--- src/rtl/spi_dac_wavegen.sv ---
// spi_dac_wavegen: multi-channel SPI DAC waveform generator.
// Round-robin {ch, sample} frames, MSB first; sawtooth/triangle/DC modes.
module spi_dac_wavegen #(
  parameter int DATA_BITS = 12,
  parameter int ADDR_BITS = 4,
  parameter int NUM_CH    = 4,
  parameter int T_CSH     = 2,
  parameter int T_CSS     = 1,
  parameter int T_HALF    = 1
) (
  input  logic                 clk,
  input  logic                 rst_n,
  input  logic                 enable,
  input  logic [1:0]           mode,
  input  logic [DATA_BITS-1:0] step,
  output logic                 CS,
  output logic                 SCLK,
  output logic                 SDO,
  output logic                 frame_done,
  output logic [ADDR_BITS-1:0] ch_idx
);

  localparam int FB = ADDR_BITS + DATA_BITS;
  localparam int CMAX = (T_CSH > T_CSS)
    ? ((T_CSH > T_HALF) ? T_CSH : T_HALF)
    : ((T_CSS > T_HALF) ? T_CSS : T_HALF);
  localparam int CW = $clog2(CMAX + 1);
  localparam int BW = $clog2(FB);

  localparam logic [DATA_BITS-1:0] MAXV = '1;
  localparam logic [DATA_BITS-1:0] OFS =
    DATA_BITS'((1 << DATA_BITS) / NUM_CH);
  localparam logic [ADDR_BITS-1:0] LAST_CH = ADDR_BITS'(NUM_CH - 1);

  localparam logic [1:0] M_SAW = 2'b00;
  localparam logic [1:0] M_TRI = 2'b01;
  localparam logic [1:0] M_DIR = 2'b10;

  typedef enum logic [2:0] {
    S_IDLE, S_CSH, S_CSS, S_LOW, S_HIGH
  } state_t;

  state_t               state_q, state_d;
  logic [CW-1:0]        cnt_q, cnt_d;
  logic [BW-1:0]        bit_q, bit_d;
  logic [FB-1:0]        shift_q, shift_d;
  logic [DATA_BITS-1:0] acc_q, acc_d;
  logic                 dir_q, dir_d;
  logic [ADDR_BITS-1:0] ch_q, ch_d;
  logic [ADDR_BITS-1:0] ch_idx_q, ch_idx_d;
  logic [1:0]           mode_q, mode_d;
  logic                 cs_q, cs_d;
  logic                 sclk_q, sclk_d;
  logic                 sdo_q, sdo_d;
  logic                 done_q, done_d;

  logic [1:0]           mode_eff;
  logic [DATA_BITS-1:0] ofs;
  logic [DATA_BITS-1:0] sample;
  logic [FB-1:0]        word;
  logic [DATA_BITS:0]   sum;
  logic [DATA_BITS-1:0] acc_nx;
  logic                 dir_nx;

  // The ch 0 frame samples mode directly; later frames reuse the latch.
  always_comb begin
    mode_eff = (ch_q == '0) ? mode : mode_q;
    ofs = DATA_BITS'(ch_q) * OFS;
    case (mode_eff)
      M_SAW:   sample = acc_q + ofs;
      M_DIR:   sample = step;
      default: sample = acc_q;
    endcase
    word = {ch_q, sample};
  end

  always_comb begin
    sum    = {1'b0, acc_q} + {1'b0, step};
    acc_nx = acc_q;
    dir_nx = dir_q;
    case (mode_q)
      M_SAW: acc_nx = sum[DATA_BITS-1:0];
      M_TRI: begin
        if (!dir_q) begin
          if (sum >= {1'b0, MAXV}) begin
            acc_nx = MAXV;
            dir_nx = 1'b1;
          end else begin
            acc_nx = sum[DATA_BITS-1:0];
          end
        end else if (acc_q < step) begin
          acc_nx = '0;
          dir_nx = 1'b0;
        end else begin
          acc_nx = acc_q - step;
        end
      end
      default: ;
    endcase
  end

  always_comb begin
    state_d  = state_q;
    cnt_d    = cnt_q;
    bit_d    = bit_q;
    shift_d  = shift_q;
    acc_d    = acc_q;
    dir_d    = dir_q;
    ch_d     = ch_q;
    ch_idx_d = ch_idx_q;
    mode_d   = mode_q;
    cs_d     = cs_q;
    sclk_d   = sclk_q;
    sdo_d    = sdo_q;
    done_d   = 1'b0;
    unique case (state_q)
      S_IDLE: begin
        cs_d   = 1'b1;
        sclk_d = 1'b0;
        sdo_d  = 1'b0;
        if (enable) begin
          state_d = S_CSH;
          cnt_d   = CW'(T_CSH);
          acc_d   = '0;
          dir_d   = 1'b0;
          ch_d    = '0;
        end
      end
      S_CSH: begin
        if (cnt_q == '0) begin
          cs_d     = 1'b0;
          shift_d  = word;
          sdo_d    = word[FB-1];
          bit_d    = '0;
          ch_idx_d = ch_q;
          if (ch_q == '0) mode_d = mode;
          cnt_d    = CW'(T_CSS - 1);
          state_d  = S_CSS;
        end else begin
          cnt_d = cnt_q - CW'(1);
        end
      end
      S_CSS, S_LOW: begin
        if (cnt_q == '0) begin
          sclk_d  = 1'b1;
          cnt_d   = CW'(T_HALF - 1);
          state_d = S_HIGH;
        end else begin
          cnt_d = cnt_q - CW'(1);
        end
      end
      S_HIGH: begin
        if (cnt_q != '0) begin
          cnt_d = cnt_q - CW'(1);
        end else if (bit_q < BW'(FB - 1)) begin
          sclk_d  = 1'b0;
          shift_d = {shift_q[FB-2:0], 1'b0};
          sdo_d   = shift_q[FB-2];
          bit_d   = bit_q + BW'(1);
          cnt_d   = CW'(T_HALF - 1);
          state_d = S_LOW;
        end else begin
          cs_d   = 1'b1;
          sclk_d = 1'b0;
          sdo_d  = 1'b0;
          done_d = 1'b1;
          ch_d   = (ch_q == LAST_CH) ? '0 : ch_q + ADDR_BITS'(1);
          if (ch_q == LAST_CH) begin
            acc_d = acc_nx;
            dir_d = dir_nx;
          end
          cnt_d   = CW'(T_CSH);
          state_d = enable ? S_CSH : S_IDLE;
        end
      end
      default: state_d = S_IDLE;
    endcase
  end

  always_ff @(posedge clk) begin
    if (!rst_n) begin
      state_q  <= S_IDLE;
      cnt_q    <= '0;
      bit_q    <= '0;
      shift_q  <= '0;
      acc_q    <= '0;
      dir_q    <= 1'b0;
      ch_q     <= '0;
      ch_idx_q <= '0;
      mode_q   <= '0;
      cs_q     <= 1'b1;
      sclk_q   <= 1'b0;
      sdo_q    <= 1'b0;
      done_q   <= 1'b0;
    end else begin
      state_q  <= state_d;
      cnt_q    <= cnt_d;
      bit_q    <= bit_d;
      shift_q  <= shift_d;
      acc_q    <= acc_d;
      dir_q    <= dir_d;
      ch_q     <= ch_d;
      ch_idx_q <= ch_idx_d;
      mode_q   <= mode_d;
      cs_q     <= cs_d;
      sclk_q   <= sclk_d;
      sdo_q    <= sdo_d;
      done_q   <= done_d;
    end
  end

  assign CS         = cs_q;
  assign SCLK       = sclk_q;
  assign SDO        = sdo_q;
  assign frame_done = done_q;
  assign ch_idx     = ch_idx_q;

endmodule

--- config.mk ---
export PLATFORM = sky130hd
export DESIGN_NAME = spi_dac_wavegen
export DESIGN_NICKNAME = d
export VERILOG_FILES = /design/src/rtl/spi_dac_wavegen.sv
export SDC_FILE = /design/constraint.sdc
export NUM_CORES = 1
export LEC_CHECK = 0
export BUFFER_PORTS_ARGS = -buffer_cell sky130_fd_sc_hd__buf_4
export CORE_MARGIN = 2
export CORE_UTILIZATION = 35
export CTS_BUF_LIST = sky130_fd_sc_hd__clkbuf_4
export DETAILED_ROUTE_END_ITERATION = 10
export PLACE_DENSITY = 0.59
export SYNTH_ARGS = -nofsm -noshare
export SYNTH_HDL_FRONTEND = slang
export SYNTH_SLANG_ARGS = --single-unit
--- constraint.sdc ---
create_clock -name clk -period 5.5 [get_ports clk]
set_input_delay 0.55 -clock clk [delete_from_list [all_inputs] [get_ports clk]]
set_output_delay 0.55 -clock clk [all_outputs]
set_load 0.03 [all_outputs]
After elaboration in Yosys (flattened, before gate mapping)
Cells that the tools add are included.
- latch bits: 0
- bits in writable memories: 0
- output and inout bits: 8
- memories kept: 0
- bits of input ports: 17
- ROM bits: 0
- flip-flop bits (word level): 51
- word-level logic and storage cells: 121
- order comparisons: 3
- multiplexer cells: 57
- bitwise gates (word level): 2
- multipliers: 0
- shifts and indexed selects: 0
- divide/modulo/power cells: 0
- reductions and logical operators: 24
- add/sub/neg operators: 6
- equal/unequal tests: 16
- operator list (operator ; count):
    12-bit 2-to-1 mux ; 7
    12-bit one-hot mux with 2 select lines ; 3
    15-bit 2-to-1 mux ; 3
    15-bit one-hot mux with 2 select lines ; 1
    4-bit 2-to-1 mux ; 7
    1-bit 2-to-1 mux ; 18
    4-bit one-hot mux with 2 select lines ; 2
    4-bit AND reduction ; 4
    2-bit inequality test, second input constant ; 7
    12-bit by 12-bit adder with 13-bit output ; 1
    13-bit by 12-bit >= comparator with 1-bit output, second input constant ; 1
    12-bit adder ; 1
    12-bit < comparator ; 1
    2-bit 2-to-1 mux ; 6
    3-bit 2-to-1 mux ; 4
    3-bit one-hot mux with 4 select lines ; 1
    6-bit AND reduction ; 2
    12-bit subtractor ; 1
    1-bit one-hot mux with 3 select lines ; 3
    3-bit nonzero test ; 3
    4-bit by 1-bit adder with 4-bit output, second input constant ; 2
    3-bit by 2-bit equality test with 1-bit output, second input constant ; 2
    2-bit zero test ; 3
    2-bit one-hot mux with 3 select lines ; 1
    other kinds (18) ; 24

Longest topological paths before layout
Gate-level depths: netlist of run 1.
- depth after elaboration: 9
- depth in mapped cells: 12
- mapped depth without buffers: 11

Worst setup path after synthesis of run 1
OpenSTA, ideal clock, no wires.
- kind: input to register
- start point: in step[0]
- end point: reg acc_q[8]
- setup time: 0.057 ns
- slack: 2.902 ns
- arrival time: 2.541 ns
- buffers on the path: 0
- data required time: 5.443 ns
- stages on the path: 10
- path through: ha_1 -> inv_1 -> fa_1 -> o21ba_2 -> nor4_4 -> nor4b_4 -> o31ai_2 -> o21ai_2 -> a221oi_1 -> a21o_1
- longest elaborated chain between the ends: 9
- elaborated cells between the ends (all ways): 12
- classes of those cells: add/sub (2); order compare (2); mux (8)
- ends and longest elaborated chain (element ; RTL line ; text):
    start: declaration ; 15 ; input logic [DATA_BITS-1:0] step,
    12-bit by 12-bit adder with 13-bit output ; 78 ; sum = {1'b0, acc_q} + {1'b0, step};
    13-bit by 12-bit >= comparator with 1-bit output ; 85 ; if (sum >= {1'b0, MAXV}) begin
    12-bit 2-to-1 mux ; 85 ;
    12-bit 2-to-1 mux ; 84 ; if (!dir_q) begin
    12-bit one-hot mux with 2 select lines (*) ; 81 ; case (mode_q)
    12-bit 2-to-1 mux (*) ; 168 ; if (ch_q == LAST_CH) begin
    12-bit 2-to-1 mux (*) ; 155 ; end else if (bit_q < BW'(FB - 1)) begin
    12-bit 2-to-1 mux (*) ; 153 ; if (cnt_q != '0) begin
    12-bit one-hot mux with 2 select lines (*) ; 116 ; unique case (state_q)
    end signal: assignment ; 186 ; acc_q <= '0;
    end signal: assignment ; 200 ; acc_q <= acc_d;
    end: declaration ; 47 ; logic [DATA_BITS-1:0] acc_q, acc_d;
Every way passes the cells marked *; elsewhere a longest branch is shown, timed or not. The select of a mux whose other input is x is not followed.
A chain may end at the register's enable or synchronous reset.

Worst setup path after layout of run 1
- start point: reg ch_q[0]
- end point: reg shift_q[6]
- longest elaborated chain between the ends: 6
- elaborated cells between the ends (all ways): 7
- classes of those cells: eq/ne (1); mux (4); reduce/logical (2)
- ends and longest elaborated chain (element ; RTL line ; text):
    start: declaration ; 49 ; logic [ADDR_BITS-1:0] ch_q, ch_d;
    start signal: assignment ; 202 ; ch_q <= ch_d;
    4-bit zero test (*) ; 67 ; mode_eff = (ch_q == '0) ? mode : mode_q;
    2-bit 2-to-1 mux (*) ; -- ;
    2-bit equality test or 2-bit zero test (tied branches) ; 69 ; case (mode_eff)
    12-bit one-hot mux with 2 select lines (*) ; 69 ;
    15-bit 2-to-1 mux (*) ; 130 ; if (cnt_q == '0) begin
    15-bit one-hot mux with 2 select lines (*) ; 116 ;
    end signal: assignment ; 199 ; shift_q <= shift_d;
    end: declaration ; 46 ; logic [FB-1:0] shift_q, shift_d;
Marks and branches as above.

==> results of run 1 <==
## cells in the mapped netlist (2+ instances only)
cell,n
nor4_1,3
buf_2,4
a311oi_1,6
a221oi_1,2
o2111ai_1,3
inv_1,29
nand4_1,4
and3_1,4
nand2b_1,5
buf_4,2
nor2b_1,7
a22oi_1,2
o21a_1,5
o211a_1,2
o221ai_1,2
o311ai_0,2
nand3_1,19
and2_1,3
a211oi_1,19
clkbuf_1,18
or3_1,2
xnor2_1,17
buf_6,2
a21oi_1,53
o31ai_1,3
or2_1,2
ha_1,28
o22ai_1,2
nor3_1,10
or2_2,2
mux2i_1,11
or4_1,4
o211ai_1,3
a21o_1,7
nand2_1,57
o21bai_1,3
a22o_1,2
a31oi_1,7
fa_1,2
o21ai_0,18
xor2_1,6
nor2_1,55
dfxtp_1,51
## worst max-delay path, cell delays in order, from the launching register on
cell and delay [ns]:
dfxtp_1 0.44, inv_1 0.12, ha_1 0.14, nor3b_2 0.29, mux2i_1 0.79, nor2_4 0.24
mux2i_1 0.18, a211oi_1 0.43, a21oi_1 0.08, nor2_1 0.11
## final cells by class
class | count | area, um2 | share of cell area, %
multi-input cells | 401 | 2620 | 62.69
inverters | 29 | 108.9 | 2.605
flip-flops and latches | 51 | 1021 | 24.43
clock buffers | 5 | 37.54 | 0.8982
clock inverters | 3 | 28.78 | 0.6886
repair buffers | 25 | 187.7 | 4.491
well taps | 140 | 175.2 | 4.192
## report_power, final
part | switching [uW] | total (uW) | internal [uW]
combinational | 176 | 260 | 84.4
sequential | 28.9 | 429 | 400
clock | 134 | 189 | 55.1
total | 339 | 878 | 539
## stage by stage
stage	power (uW)	setup WS, ns	std cells	util [%]
floorplan	632.1	2.902	508	-
global placement	690.1	2.509	646	37.94
detailed placement	696.0	2.380	646	37.94
CTS	884.5	2.636	654	38.55
global route	937.1	2.344	654	38.55
finish	877.9	2.612	654	38.55
## registers in the layout, summed over array words and instances (netlist names), 2 cells and up
register,cells
shift_q,15
cnt_q,2
bit_q,4
state_q,3
ch_idx,4
ch_q,4
mode_q,2
acc_q,12
## final timing paths
check / endpoint / slack [ns] / cells after the start
worst max register to register: shift_q[6] / 2.61 / 9
worst max-delay path: shift_q[6] / 2.61 / 9
worst min-delay path: CS / 0.40 / 2
worst min register to register: ch_idx[2] / 0.48 / 2
## metal layers
layer,GRT usage (%),routed length [um],share of wire (%),vias up
met5,0,0,0,-
met4,4.430,159,1.5,0
met3,2.032,467,4.5,14
met2,29.95,4734,45,102
met1,24.71,5057,49,1746
li1,-,-,-,1830
## kinds of logic (layout without fill, tap and decap cells)
group                    after synthesis  in the layout  share of synthesized area (%)
AO/OA/AOI/OAI                        152            152                          26.16
XOR/XNOR                              23             23                          5.193
adder cells (fa/ha/maj)               31             31                          10.32
buffers and inverters                 56             62                          6.129
flip-flops                            51             51                          26.32
multiplexers                          12             12                          3.129
AND/OR/NAND/NOR                      183            183                          22.74
==> results.ini, run 1 <==
[synthesis]
synth_top_cell_by_area = dfxtp_1
syn_area_um2 = 3879
synth_area_per_cell_um2 = 7.635
yosysWarnings = 0
yosys.area.top_type_share_pct = 26.32
async_reset_ff_share_pct = 0
synth_edf_count = 0
ys_ff_latch = 51
syn_inst = 508
yosysSeqAreaShare_pct = 26.32
synthTopCellsByArea = dfxtp_1, ha_1, a21oi_1, nand2_1, nor2_1
synth_cell_types = 63
synth_nets = 555
ys.flop_type = dfxtp_1

[cts]
cts_tree = done
clockBufferDepth = 2
cts_resized = 0
cts_made_buffers = 5
htreeDepth = 2
clk_latency_ns = 0.37
cts_setup_buffers = 0
cts_hold_buffers = 0
clock_sinks = 51
root_buffer = clkbuf_4
clkTransAtPathRegs_ns = 0.17

[critical_path]
crit_arrival_ns = 3.20
crit_fanout = 10
cp-end-kind = flop
critPathLaunch = ch_q[0]
start_kind = flop
crit_required_ns = 5.81
reg2reg_from = ch_q[0]
worstSetupPathType = flop to flop

[cells_and_area]
layout_common_cells = nand2_1, nor2_1, a21oi_1
syn2layout_area_growth_pct = 7.742
layout_commonest_cell = nand2_1
layout-drive-gt1-share_pct = 8.560
postLayoutCellArea_um2 = 4179
nFillCells = 1179
final_nets = 560
diodes = 0

[sta]
hold_ws_ns = 0.4025
relSlewSlack_pct = 35.88
skew_ns = 0.01443
setup_tns_ns = 0
fmax_ghz = 0.3463
post-route-period-util_pct = 52.51
rsz0062_at_grt = false
slew_violations = 0
tightest_slew_ns = 0.9545
fin_crit_ns = 2.888
setup_viol = 0
hold_violations = 0

[grt]
grt_overflow_total = 0
grt_pass1_vias = 3478
grt_max_degree = 39
grt_pass1_wl_um = 17060
antenna_found_initial = 0
grt_usage_pct = 17.97

[route]
drt-total-wl_um = 10420
drt_iter0_markers = 262
first_pass_iters = 5
via_per_inst = 5.645
vias = 3692
routedWlPerCell_um = 15.93
route.detailed.drc = 0
drtAntennaViolNets = 0

[die]
fp.dieArea_um2 = 11940
ios = 25
die_y_um = 109.3
die-width_um = 109.3
core_area_um2 = 10840
rows = 38
initial_core_util_pct = 35.78

[job]
cap_viol_max_count = 0

[outcome]
status = completed

[placement]
globalplace.congestion = 0.9722
place_hpwl_um = 8047
dpl_cell_area_um2 = 4113
port_buffers = 24

[hold_path]
min_from = rst_n
min_path_type = input port to flop

[pwr]
p_leak_uw = 0.001702
vdd_drop_max_v = 0.0001564
power.density_nw_per_um2 = 210.1

Note: power is estimated with default switching activity, not from simulation.
==> run 2, diff against run 1 <==
clock period = 2.8 ns   (was 5.5 ns; I/O delays follow)
==> run 2 against run 1 <==
Compared with the run above:
- clock skew fell by 0.0084 ns
- sequential share of layout area fell by 1.1 points
- first-iteration DRC count increased by 32%
- global-route usage increased by 0.69 points
- via count rose by 0.49%
- design area grew 5.0%
- register-to-register slack got worse by 2.4 ns
- cell count is 3.4% higher
- critical endpoint is now acc_q[10]
- non-clock buffer count up 22
- power increased by 97%
==> results.ini, run 2 (synthesized netlist as in run 1, its figures left out) <==
[outcome]
status = completed  ; unchanged

[sta]
setup_tns_ns = 0  ; unchanged
rsz0062_at_grt = false  ; unchanged
post-route-period-util_pct = 93.52  ; was 52.51%
setup_viol = 0  ; unchanged
slew_violations = 0  ; unchanged
tightest_slew_ns = 0.7367  ; was 0.9545 ns
relSlewSlack_pct = 50.76  ; was 35.88%
fmax_ghz = 0.3819  ; was 0.3463 GHz
fin_crit_ns = 2.619  ; was 2.888 ns
hold_violations = 0  ; unchanged
skew_ns = 0.006025  ; was 0.01443 ns

[pwr]
internal_power_uw = 1069  ; was 539.3 uW
power.density_nw_per_um2 = 394.8  ; was 210.1 nW/um2
clock_power_share_pct = 20.4  ; was 21.5%
swShare_pct = 38.27  ; was 38.57%
vdd_drop_max_v = 0.0002105  ; was 0.0001564 V
p_leak_uw = 0.001808  ; was 0.001702 uW
pwr-share-seq_pct = 48.3  ; was 48.8%
p_comb_share_pct = 31.4  ; was 29.6%
switching_power_uw = 662.8  ; was 338.6 uW

[cells_and_area]
final_nets = 582  ; was 560
largest_register_ff_count = 15  ; unchanged
layout_commonest_cell = nand2_1  ; unchanged
fin_cells = 676  ; was 654
top_register = shift_q  ; unchanged
layout_common_cells = nand2_1, nor2_1, a21oi_1  ; unchanged
layout-drive-gt1-share_pct = 13.62  ; was 8.560%
top_regs = shift_q: 15 flops, acc_q: 12 flops  ; unchanged
diodes = 0  ; unchanged
syn2layout_area_growth_pct = 13.10  ; was 7.742%

[grt]
grt_usage_pct = 18.65  ; was 17.97%
grt_pass1_vias = 3436  ; was 3478
grt_max_degree = 31  ; was 39
grt_overflow_total = 0  ; unchanged
antenna_found_initial = 0  ; unchanged
grt_pass1_wl_um = 17440  ; was 17060 um

[cts]
htreeDepth = 2  ; unchanged
cts_made_buffers = 5  ; unchanged
cts_tree = done  ; unchanged
clock_sinks = 51  ; unchanged
clk_latency_ns = 0.37  ; about the same
clockBufferDepth = 2  ; unchanged
clkTransAtPathRegs_ns = 0.16  ; was 0.17 ns
root_buffer = clkbuf_4  ; unchanged

[die]
fp.dieArea_um2 = 11940  ; unchanged
core_area_um2 = 10840  ; unchanged
initial_core_util_pct = 35.78  ; unchanged
rows = 38  ; unchanged
ios = 25  ; unchanged
die-width_um = 109.3  ; unchanged
die_y_um = 109.3  ; unchanged

[route]
route.detailed.drc = 0  ; unchanged
drt_iter0_markers = 345  ; was 262
routedWlPerCell_um = 15.98  ; was 15.93 um
drt-total-wl_um = 10800  ; was 10420 um
drtAntennaViolNets = 0  ; unchanged
via_per_inst = 5.488  ; was 5.645
vias = 3710  ; was 3692
first_pass_iters = 5  ; unchanged

[critical_path]
crit_arrival_ns = 2.91  ; was 3.20 ns
worstSetupPathType = flop to flop  ; unchanged
start_kind = flop  ; unchanged
r2r-end = acc_q[10]  ; was shift_q[6]
ff2ff_setup_slack_ns = 0.18  ; was 2.61 ns
crit_fanout = 4  ; was 10
endpoint = acc_q[10]  ; was shift_q[6]
cp-end-kind = flop  ; unchanged
reg2reg_from = acc_q[0]  ; was ch_q[0]
crit_required_ns = 3.09  ; was 5.81 ns
reg2reg_depth = 11  ; was 9
critPathLaunch = acc_q[0]  ; was ch_q[0]

[placement]
globalplace.congestion = 0.9666  ; was 0.9722
port_buffers = 24  ; unchanged
place_hpwl_um = 8343  ; was 8047 um
dp_cells = 666  ; was 646

[hold_path]
min_path_type = input port to flop  ; unchanged

[job]
cap_viol_max_count = 0  ; unchanged

[run 2: power groups by stage]
| stage | sequential (uW) | combinational, uW | clock [uW] |
|---|---|---|---|
| floorplan | 840 | 402 | 0 |
| global placement | 850 | 532 | 0 |
| detailed placement | 852 | 537 | 0 |
| CTS | 837 | 540 | 365 |
| global route | 845 | 603 | 386 |
| finish | 836 | 543 | 353 |
[run 2: area by class of cell]
class,count,area (um2)
inverters,29,108.9
clock inverters,3,20.02
clock buffers,5,37.54
well taps,140,175.2
flip-flops and latches,51,1025
fillers,1137,6454
repair buffers,47,352.8
multi-input cells,401,2668
[run 2: worst max-delay path, stage by stage, from the launching register on]
cell and delay [ns]:
dfxtp_4 0.40, ha_1 0.18, inv_1 0.06, fa_2 0.35
o21ba_2 0.25, nor4_4 0.25, buf_4 0.19, nor4b_4 0.06
o31ai_4 0.27, and2_1 0.20, o31ai_1 0.08, a211oi_1 0.24
[run 2: how the worst min path moves through the flow]
stage	to	startpoint	cells past startpoint	slack [ns]
4_1_cts	CS	rst_n	2	0.13
5_1_grt	CS	rst_n	2	0.12
6_report	CS	rst_n	2	0.14
2_1_floorplan	cnt_q[0]	cnt_q[0]	1	0.45
3_5_place_dp	ch_idx[0]	ch_idx[0]	2	0.45
3_3_place_gp	ch_idx[3]	ch_idx[3]	2	0.45
[run 2: through the flow]
stage	utilization (%)	worst slack, ns	power [uW]	area (um2)	hold WS (ns)
floorplan	-	0.3958	1242	3879	0.4471
global placement	39.32	0.1870	1382	4263	0.4486
detailed placement	39.32	0.01788	1390	4263	0.4521
CTS	40.02	0.05031	1741	4338	0.1308
global route	40.47	0.002782	1835	4387	0.1248
finish	40.47	0.1814	1732	4387	0.1430
[run 2: repair_timing]
item,CTS,global route
setup buffers,1,1
hold buffers,0,0
pin swaps,1,5
endpoints found under the setup margin,2,6
gates resized for setup,2,8
[run 2: per-layer routing]
metal  up-vias  global-route usage, %  routed length [um]
met2        91                  30.66                4986
met1      1739                  25.54                5223
met3        10                  2.690                 450
met5         -                      0                   0
li1       1870                      -                   -
met4         0                  4.882                 140
